--- src/rtl/rf_access_arbiter_pkg.sv ---
// Shared encodings for the register-file access arbiter: operation codes,
// FSM states and default datapath widths.
package rf_access_arbiter_pkg;

    localparam int DATA_W_DEF = 16;
    localparam int ADDR_W_DEF = 3;

    typedef enum logic [1:0] {
        OP_READ  = 2'b00,
        OP_WRITE = 2'b01,
        OP_MOVE  = 2'b10,
        OP_RSVD  = 2'b11
    } op_e;

    typedef enum logic [2:0] {
        IDLE  = 3'd0,
        RD    = 3'd1,
        WR    = 3'd2,
        MV_RD = 3'd3,
        MV_WR = 3'd4,
        DONE  = 3'd5
    } state_e;

endpackage

--- src/rtl/rr_arbiter2.sv ---
// Two-way round-robin selector: a lone request wins outright, a tie goes to
// the requester that was not granted last.
module rr_arbiter2 (
    input  logic [1:0] req,
    input  logic       last,
    output logic [1:0] grant
);

    // NOTE: every always_comb output gets a default first so no path can infer a latch.
    always_comb begin
        grant = req;
        if (req == 2'b11) begin
            grant = last ? 2'b01 : 2'b10;
        end
    end

endmodule

--- src/rtl/rf_access_arbiter.sv ---
// Arbitrates two requesters onto a single-port register file and sequences
// READ, WRITE and MOVE (read-then-write) operations through a small FSM.
module rf_access_arbiter
    import rf_access_arbiter_pkg::*;
#(
    parameter int DATA_W = DATA_W_DEF,
    parameter int ADDR_W = ADDR_W_DEF
) (
    input  logic              clk,
    input  logic              reset,
    input  logic [1:0]        req,
    input  logic [1:0]        op0,
    input  logic [1:0]        op1,
    input  logic [ADDR_W-1:0] src0,
    input  logic [ADDR_W-1:0] src1,
    input  logic [ADDR_W-1:0] dst0,
    input  logic [ADDR_W-1:0] dst1,
    input  logic [DATA_W-1:0] wdata0,
    input  logic [DATA_W-1:0] wdata1,
    output logic [1:0]        gnt,
    output logic [1:0]        done,
    output logic              err,
    output logic [DATA_W-1:0] rdata,
    output logic              busy,
    output logic [ADDR_W-1:0] rf_addr,
    output logic              R_L,
    output logic              R_E,
    output logic [DATA_W-1:0] rf_wdata,
    input  logic [DATA_W-1:0] rf_rdata
);

    state_e            state, state_nxt;
    op_e               op_q;
    logic [ADDR_W-1:0] src_q, dst_q;
    logic [DATA_W-1:0] wdata_q, temp_q, rdata_q;
    logic [1:0]        gnt_q;
    logic              last_q;

    logic [1:0]        win;
    logic              win_idx;
    op_e               win_op;
    logic              start;

    rr_arbiter2 u_rr (
        .req   (req),
        .last  (last_q),
        .grant (win)
    );

    assign win_idx = win[1];
    assign win_op  = op_e'(win_idx ? op1 : op0);
    assign start   = (state == IDLE) && (|req);

    always_comb begin
        state_nxt = state;
        case (state)
            IDLE: begin
                if (|req) begin
                    case (win_op)
                        OP_READ:  state_nxt = RD;
                        OP_WRITE: state_nxt = WR;
                        OP_MOVE:  state_nxt = MV_RD;
                        default:  state_nxt = DONE;
                    endcase
                end
            end
            RD, WR, MV_WR: state_nxt = DONE;
            MV_RD:         state_nxt = MV_WR;
            DONE:          state_nxt = IDLE;
            default:       state_nxt = IDLE;
        endcase
    end

    // Write enable is also gated by reset so an in-flight write cannot land on the next edge.
    always_comb begin
        R_E      = 1'b0;
        R_L      = 1'b0;
        rf_addr  = '0;
        rf_wdata = '0;
        case (state)
            RD, MV_RD: begin
                R_E     = 1'b1;
                rf_addr = src_q;
            end
            WR: begin
                R_L      = ~reset;
                rf_addr  = dst_q;
                rf_wdata = wdata_q;
            end
            MV_WR: begin
                R_L      = ~reset;
                rf_addr  = dst_q;
                rf_wdata = temp_q;
            end
            default: ;
        endcase
    end

    assign gnt   = gnt_q;
    assign done  = (state == DONE) ? gnt_q : 2'b00;
    assign err   = (state == DONE) && (op_q == OP_RSVD);
    assign busy  = (state != IDLE);
    assign rdata = rdata_q;

    // NOTE: sequential state uses non-blocking assignments so every register samples pre-edge values.
    always_ff @(posedge clk or posedge reset) begin
        if (reset) begin
            state   <= IDLE;
            op_q    <= OP_READ;
            src_q   <= '0;
            dst_q   <= '0;
            wdata_q <= '0;
            temp_q  <= '0;
            rdata_q <= '0;
            gnt_q   <= 2'b00;
            last_q  <= 1'b1;
        end else begin
            state <= state_nxt;
            if (start) begin
                gnt_q   <= win;
                last_q  <= win_idx;
                op_q    <= win_op;
                src_q   <= win_idx ? src1 : src0;
                dst_q   <= win_idx ? dst1 : dst0;
                wdata_q <= win_idx ? wdata1 : wdata0;
            end else if (state == DONE) begin
                gnt_q <= 2'b00;
            end
            if (state == RD) begin
                rdata_q <= rf_rdata;
            end
            if (state == MV_RD) begin
                temp_q <= rf_rdata;
            end
        end
    end

endmodule

--- config.mk ---
export PLATFORM = sky130hd
export DESIGN_NAME = rf_access_arbiter
export DESIGN_NICKNAME = d
export VERILOG_FILES = /design/src/rtl/rf_access_arbiter_pkg.sv /design/src/rtl/rr_arbiter2.sv /design/src/rtl/rf_access_arbiter.sv
export SDC_FILE = /design/constraint.sdc
export NUM_CORES = 1
export LEC_CHECK = 0
export BUFFER_PORTS_ARGS = -buffer_cell sky130_fd_sc_hd__buf_2
export CORE_ASPECT_RATIO = 0.8
export CORE_MARGIN = 5
export CORE_UTILIZATION = 45
export DETAILED_ROUTE_END_ITERATION = 10
export PLACE_DENSITY = 0.76
export SLEW_MARGIN = 10
export SYNTH_ARGS = -nofsm -noshare
export SYNTH_HDL_FRONTEND = slang
export SYNTH_SLANG_ARGS = --single-unit
--- constraint.sdc ---
create_clock -name clk -period 2 [get_ports clk]
set_input_delay 0.4 -clock clk [delete_from_list [all_inputs] [get_ports clk]]
set_output_delay 0.4 -clock clk [all_outputs]
set_load 0.05 [all_outputs]
==> results of run 1 <==
[state kept, by name (all words and copies together), names as in the netlist]
| signal | flops |
|---|---|
| gnt | 2 |
| temp_q | 16 |
| dst_q | 3 |
| last_q | 1 |
| src_q | 3 |
| state | 3 |
| op_q | 2 |
| wdata_q | 16 |
| rdata | 16 |
[critical path: cells and delay by family (launching register included)]
| kind | cells | cell delay (ps) |
|---|---|---|
| flip-flops | 1 | 450 |
| AO/OA/AOI/OAI | 1 | 270 |
| buffers and inverters | 2 | 380 |
| XOR/XNOR | 1 | 160 |
[path summary, 6_finish.rpt]
| path | end | depth (start not counted) |
|---|---|---|
| max in group asynchronous | last_q$_DFFE_PP1P_ | 3 |
| setup / recovery | rf_addr[2] | 4 |
| hold reg to reg | rdata[9]$_DFFE_PP0P_ | 1 |
| min in group clk | last_q$_DFFE_PP1P_ | 2 |
| hold / removal | temp_q[0]$_DFFE_PP0N_ | 2 |
| setup reg to reg | src_q[0]$_DFFE_PP0P_ | 6 |
[metal layers]
metal	track usage (%)	wire length (um)
met5	0	0
met4	4.29	44
met3	5.76	493
met2	29.1	3770
met1	22.7	3140
[per-stage QoR]
stage          total power (W)  setup TNS, ps  hold WS [ps]
6_report               0.00740              0          44.8
5_1_grt                0.00781           -855          36.3
4_1_cts                0.00721              0          35.0
3_5_place_dp           0.00602              0           399
3_3_place_gp           0.00592              0           391
2_1_floorplan          0.00512           -219           463
[logic make-up after synthesis]
kind of cell              count (synthesis)  share of synthesized area (%)
muxes                                    81                           29.6
DFF                                      62                           50.5
AOI/OAI and AO/OA                        34                           8.99
and+or+nand+nor                          28                           6.22
buffers and inverters                    17                           4.11
xor gates and xnor gates                  2                          0.570
[power breakdown]
| part | total (W) | switching, W | internal, W |
|---|---|---|---|
| logic | 0.00410 | 0.00244 | 0.00166 |
| clock network | 0.00104 | 0.000462 | 0.000573 |
| registers | 0.00227 | 0.000362 | 0.00191 |
| total | 0.00740 | 0.00326 | 0.00414 |
[layout make-up]
class                   instances  area share, %
well taps                      87           2.60
inverters                       5          0.448
multi-input cells             145           34.3
repair buffers                128           21.1
flip-flops and latches         62           37.2
clock buffers                  12           3.23
clock inverters                 4           1.14
[synth_stat cells]
| cell | instances |
|---|---|
| a32oi_1 | 1 |
| o21ai_0 | 3 |
| o311ai_0 | 1 |
| a2111oi_0 | 1 |
| mux2_1 | 20 |
| buf_4 | 2 |
| nor3b_2 | 1 |
| a21oi_1 | 1 |
| nand2_1 | 6 |
| nor3_2 | 1 |
| o311a_1 | 1 |
| buf_2 | 2 |
| nor3_4 | 1 |
| and3_1 | 2 |
| dfstp_2 | 1 |
| o221a_2 | 1 |
| a32o_1 | 1 |
| nand2b_1 | 2 |
| clkbuf_1 | 1 |
| xor2_1 | 1 |
| and2b_1 | 1 |
| mux2_2 | 60 |
| o221ai_1 | 1 |
| nand2_2 | 1 |
| nor2b_1 | 3 |
| a31oi_1 | 1 |
| a22o_1 | 17 |
| o21ai_1 | 2 |
| dfrtp_1 | 61 |
| nor2_1 | 5 |
| a22oi_1 | 2 |
| a21bo_2 | 1 |
| buf_6 | 7 |
| nor2_8 | 1 |
| nor3b_4 | 1 |
| mux2i_1 | 1 |
| inv_1 | 3 |
| xnor2_1 | 1 |
| nor3_1 | 3 |
| inv_2 | 2 |
[what timing repair did]
action / in CTS / in global routing
setup endpoints to repair: 24 / 24
pin swaps: 0 / 1
endpoints found under the hold margin: 0 / 0
gates resized for setup: 27 / 34
setup buffers: 0 / 4
==> run summary, run 1 <==
The number of antenna violations at the first check in global routing is 0. The worst setup slack for register-to-register paths came out at 220 ps. The area of the placeable core came out at 6760 um2. In this run the cell area measured after placement is 3790 um2. TritonCTS built the clock tree.

TritonCTS created 9 clock buffers. IR analysis of the VDD net gives a maximum drop of 0.883 mV. Entering global routing, the biggest net connects 35 pins.

The delay contributed by the slowest stage of the critical path is 450 ps. The fraction of the yosys area taken by sequential cells is 50.5%. The total clock sinks is 62. The transition time at the pin with the least slew margin came out at 539 ps. The global placement routability congestion is 0.843.

The min-delay analysis places its worst path in the category primary input to async pin. The detailed-routing iteration count for the pre-antenna-repair pass came out at 4. The count of vias placed by the detailed router came out at 2,269. The effective utilization at floorplan is 45.5%.

After floorplanning, the core was divided into 27 placement rows. Traced cell by cell, the critical path runs through buf_4, xor2_1, a32o_1, buf_4. For this design the static power due to leakage is 1.95 nW. The final count of hold timing violations is 0. The latest clock arrival within the worst-skew pair is 330 ps. For the worst setup path, the data required time is 1600 ps. The flow ran to the end, and the final reports show no timing, DRC or antenna violations. The clock transition at the registers of the reported paths is 70 ps. Prior to clock tree synthesis, the placed netlist has a worst setup slack of 164 ps. The post-route netlist has 64.3% of its cells at a drive strength greater than 1. The launch point of the worst path is state[2]$_DFFE_PP0P_. The number of nets in the synthesized netlist is 292.

The maximum clock path buffer count came out at 2. The wire length reported by the detailed router came out at 7.44 mm. The count of antenna-violating nets left after detailed routing is 0. Summed over its instances, the top area cell type makes up 49.6% of the synthesized netlist area. The biggest area contributor in the post-synthesis netlist is dfrtp_1.

The number of setup violations in the final report came out at 0. The post-synth design cell area is 3080 um2. The upper clock frequency limit is 503 MHz. The gate count of the mapped netlist is 224.

The number of slew-limit violations in the final report was 0. The final design utilization came out at 61.9%. The worst register-to-register path begins at state[0]$_DFFE_PP0P_.

The synthesis-to-layout area growth is 36.1%. The detail-routed net length per standard cell came out at 16.8 um. The power density of the placed cells is 1770 nW/um2. The critical path in this run is classified as flip-flop to output port. The cell count after placement is 423. Dividing the synthesized area by the synthesized cell count gives 13.7 um2. The area of the die came out at 8600 um2. Leaving out fill and tap cells, the most frequent cell in the layout is buf_2. The largest individual stage delay along the critical path comes from the cell dfrtp_2. The number of I/O pins came out at 111. The tree is rooted in a clkbuf_8.

The width of the die came out at 102 um. Max-cap violations in this run came to 0. The global-route wire length before repair came out at 11.9 mm. The most numerous cell type found on the critical path is buf_4.

The distinct cell type count of the synthesized netlist is 40. The residual DRC count came out at 0. The count of state elements after synthesis came out at 62. The critical path data arrival time is 1590 ps.

The worst pin sits at a relative slew slack of 64.0%. The net count reported at finish came out at 419. In this run the vertical extent of the chip is 83.9 um.

The worst setup path is captured at an output port. The H-tree was split into 3 levels. The global router's overall resource usage is 17.8%. The worst setup path is launched from a flip-flop.

The sum of overflow across all layers after global routing is 0. The post-route minimum period came out at 1990 ps. The largest fanout on the critical path came out at 8. The count of buffers added on input and output ports is 110. The via count of the first global-routing pass is 2,401.

The starting DRC count in detailed routing came out at 63. The post-route standard cell area excluding fillers came out at 4190 um2. Summed over all nets, the half-perimeter wirelength after detailed placement is 5.56 mm.

After synthesis, the cell types taking the most area are dfrtp_1 (50%), mux2_2 (22%), mux2_1 (7.3%). The final antenna diode count is 0. Fill cells in the final layout number 564. Setup repair after global routing could not meet its margin everywhere.

The non-filler instance count after layout is 443. The largest clock skew in the final design is 12.5 ps. Of the available clock period, the critical path in the final layout requires 99.3%. Hold repair after CTS inserted 0 buffers. The Yosys step of the flow raised 0 warnings. The average vias per placed instance came out at 5.12. The area taken by flip-flops and latches is 1560 um2. In the layout the commonest cells are buf_2 (86), mux2_2 (60), dfrtp_1 (59). The total area of multi-input combinational cells came out at 1440 um2. Setup slack closes at 13.3 ps.
No activity file was read; power rests on OpenSTA's default activity.
==> inputs of run 2 (changes only) <==
Settings changed: ABC_AREA from default to 1, SYNTH_HIERARCHICAL from default to 1.
==> run 2 against run 1 <==
Net effect:
- power increased by 1.5%
- non-clock buffer count decreased by 7
- clock skew decreased by 5.1 ps
- design area decreased by 3.2%
- critical path type unchanged
- critical endpoint is now rf_wdata[15]
- highest routed layer unchanged
==> run summary, run 2 <==
The run finished with clean final reports. The area of the placeable core is 6820 um2 (+1.0%). The post-route minimum period is 1920 ps (-63.1 ps). The wire length reported by the detailed router came out at 7.54 mm (+1.3%). The number of cell rows is 27 (unchanged). The aggregate negative setup slack was 0 ps (unchanged). The tightest slew margin relative to the limit is 64.7% (+0.78 points). The share of flip-flops with an asynchronous set or reset after synthesis was 100% (unchanged). The average vias per placed instance was 4.87 (-5.0%). Compared with the post-synthesis result, the final layout area differs by 29.7%.

The maximum vdd ir drop came out at 1.28 mV (+45%). The worst register-to-register path begins at last_q$_DFFE_PP1P_. The data required time at the worst endpoint is 1600 ps (about the same). The sequential fraction of design power is 30.3% (-0.3 points). The global-route wire length before repair came out at 12.5 mm (+4.9%). The clock transition at the registers of the reported paths came to 70 ps (about the same). The critical path start-end classification is flip-flop to output port. Routed signal wires occupy layers up through met4.

The leakage power of the design came out at 2.18 nW (+12%). The distinct cell type count of the synthesized netlist came out at 24 (-40%). The placed cell area came out at 3710 um2 (-2.0%).

The critical path data arrival time is 1520 ps (-70 ps). The via count of the first global-routing pass came out at 2,782 (+16%). The layout cell share with drive strength beyond 1 is 39.1% (-25 points).

The count of antenna-violating nets left after detailed routing is 0 (unchanged). In the synthesized netlist the dominant register cell turns out to be dfrtp_1. The effective utilization at floorplan came out at 45.8% (+0.25 points). The most frequently used cell type in the post-synthesis netlist is nand2_1. The transition time at the pin with the least slew margin came out at 529 ps (-9.74 ps). The switching fraction of total power came out at 48.7% (+4.6 points). The cell type with the highest aggregate area in the netlist is dfrtp_1. The root buffer cell chosen for the clock tree is clkbuf_8. The count of port buffers added during placement came out at 110 (unchanged). The type of element launching the critical path is a flip-flop. The count of synthesis-stage warnings from yosys is 6 (+6). By area the synthesized netlist is led by dfrtp_1 (49%), nand2_1 (12%), o21ai_0 (6.4%). The worst setup path is captured at an output port. The basic-gate share of the synthesized area counting and, or, nand and nor cells came out at 25.9% (+20 points). The detailed placer's ending HPWL is 5.67 mm (+2.0%). The worst setup slack for register-to-register paths is 310 ps (+90 ps). TritonCTS built the clock tree. The upper clock frequency limit came out at 520 MHz (+3.3%). The net count reported at finish was 551 (+32%). The part of the power in combinational logic is 52.9% (-2.5 points). The clock buffer count from CTS is 9 (unchanged).

The number of antenna violations at the first check in global routing came out at 0 (unchanged). The depth of the worst register-to-register path came out at 7 (+1). The met3 wire length is 449 um (-8.9%).

The maximum level of the CTS H-tree came out at 3 (unchanged). The total clock sinks came out at 62 (unchanged). Sorting the synthesized cells by how often they occur yields nand2_1 (98), dfrtp_1 (61), o21ai_0 (40), nand3_1 (37), inv_1 (29). By area, the combinational part of the netlist is dominated by simple AND/OR/NAND/NOR gates. The clock share of power is 16.8% (+2.8 points). The global router's overall resource usage is 18.1% (+0.31 points). The sum of overflow across all layers after global routing is 0 (unchanged). The compound-cell area share of the yosys netlist came to 15.1% (+6.1 points). The post-placement setup slack came out at 235 ps (+70.5 ps). The top-area cell type share of the netlist area came out at 48.9% (-0.76 points). The global placement routability congestion was 0.791 (-6.3%).

The xor and xnor fraction of the mapped netlist area came out at 0% (-0.57 points). The area of the die is 8720 um2 (+1.4%). The fill cell total of the finished layout came out at 664 (+18%).

The routed metal-1 wirelength is 3.33 mm (+6.1%). The number of nets in the synthesized netlist came to 440 (+51%). The setup slack after layout came to 76.4 ps (+63.1 ps). The largest fanout on the critical path came out at 11 (+3). The post-synthesis area per instance came out at 8.44 um2 (-39%). The termination of the worst setup path is rf_wdata[15]. The final antenna diode count is 0 (unchanged).

The number of enable-type register cells in the synthesized netlist came out at 0 (unchanged). The post-route standard cell area excluding fillers is 4050 um2 (-3.2%). The fraction of the yosys area taken by sequential cells came out at 49.7% (-0.77 points). The starting DRC count in detailed routing is 116 (+84%). The post-synthesis share of cell area spent on full adders, half adders and majority gates is 0.801% (+0.80 points).

The maximum clock path buffer count is 2 (unchanged). The pin count of the biggest net entering global routing is 63 (+80%). In the layout the commonest cells are nand2_1 (97), buf_2 (87), dfrtp_1 (58).

The count of vias placed by the detailed router is 2,788 (+23%). The detail-routed net length per standard cell came out at 13.2 um (-22%). The height of the die is 84.5 um (+0.68%).

The capturing point of the worst reg2reg path is state[0]$_DFFE_PP0P_. The gate count of the mapped netlist is 370 (+65%). The final count of hold timing violations came out at 0 (unchanged). The worst hold margin is 127 ps (+82.6 ps). The net load switching power is 0.00365 W (+12%).

The number of setup violations in the final report came out at 0 (unchanged). The count of state elements after synthesis is 62 (unchanged). The number of I/O pins is 111 (unchanged). The met2 layer wire length in the routed design came out at 3.62 mm (-4.0%).

The library cell used most frequently in the layout, excluding fill and tap cells, is nand2_1. The width of the die came to 103 um (+0.70%). The detailed-routing iteration count for the pre-antenna-repair pass was 4 (unchanged). The critical path starts at state[0]$_DFFE_PP0P_. The post-synthesis mux area share came to 0% (-30 points). The post-synth design cell area came to 3120 um2 (+1.5%).

The number of slew-limit violations in the final report is 0 (unchanged). The worst hold path belongs to the class primary input to async pin. The number of max-cap violations came out at 0 (unchanged). The latest clock arrival within the worst-skew pair came to 340 ps (about the same). The largest clock skew in the final design came to 7.43 ps (-5.10 ps). The power density of the placed cells was 1850 nW/um2 (+4.8%). The residual DRC count is 0 (unchanged). The final worst-path cycle share came out at 96.2% (-3.2 points). The internal power came out at 0.00385 W (-6.9%).
run 2: area by class of cell:
class	instances	area (um2)	area share [%]
well taps	87	109	2.69
clock buffers	11	151	3.74
clock inverters	5	81.3	2.01
inverters	30	113	2.78
flip-flops and latches	62	1560	38.4
multi-input cells	257	1320	32.5
repair buffers	121	726	17.9
run 2: worst min-delay path by stage:
stage                       endpoint                  start  slack [ps]
2_1_floorplan   dst_q[2]$_DFFE_PP0P_   dst_q[2]$_DFFE_PP0P_         450
3_3_place_gp    rdata[1]$_DFFE_PP0P_   rdata[1]$_DFFE_PP0P_         460
3_5_place_dp   temp_q[7]$_DFFE_PP0N_  temp_q[7]$_DFFE_PP0N_         470
4_1_cts           gnt[0]$_DFFE_PP0P_                  reset         140
5_1_grt           gnt[0]$_DFFE_PP0P_                  reset         170
6_report          gnt[0]$_DFFE_PP0P_                  reset         130
run 2: power groups by stage:
stage	clock [W]	sequential, W	combinational (W)
finish	0.00126	0.00227	0.00397
global route	0.00135	0.00236	0.00429
detailed placement	0	0.00229	0.00377
CTS	0.00129	0.00228	0.00391
floorplan	0	0.00281	0.00243
global placement	0	0.00227	0.00370
run 2: metrics by stage:
stage,std cells,total power (W),util [%]
after floorplan,370,0.00524,-
after global placement,555,0.00597,54.4
after detailed placement,555,0.00606,54.4
after CTS,571,0.00747,58.7
after global routing,573,0.00800,59.4
final,573,0.00751,59.4
run 2: layer usage:
metal  GRT usage [%]  vias up
li1                -     1414
met1            23.4     1290
met2            29.0       71
met3            4.90       13
met4            6.71        0
met5               0        -
run 2: critical path, cell delays in order (launching register included):
cell and delay, ps:
dfrtp_2 460, nor2_4 150, buf_4 190, nand3_1 110, nand2_1 110, buf_6 170
run 2: logic make-up after synthesis:
group           count (synthesis)
buf+inv                        51
fa+ha+maj                       2
flops                          62
simple gates                  173
compound gates                 82
run 2: timing repair:
item,4_1_cts,5_1_grt
setup endpoints to repair,23,24
buffers inserted,0,2
hold buffers,0,0
resized for setup,24,11
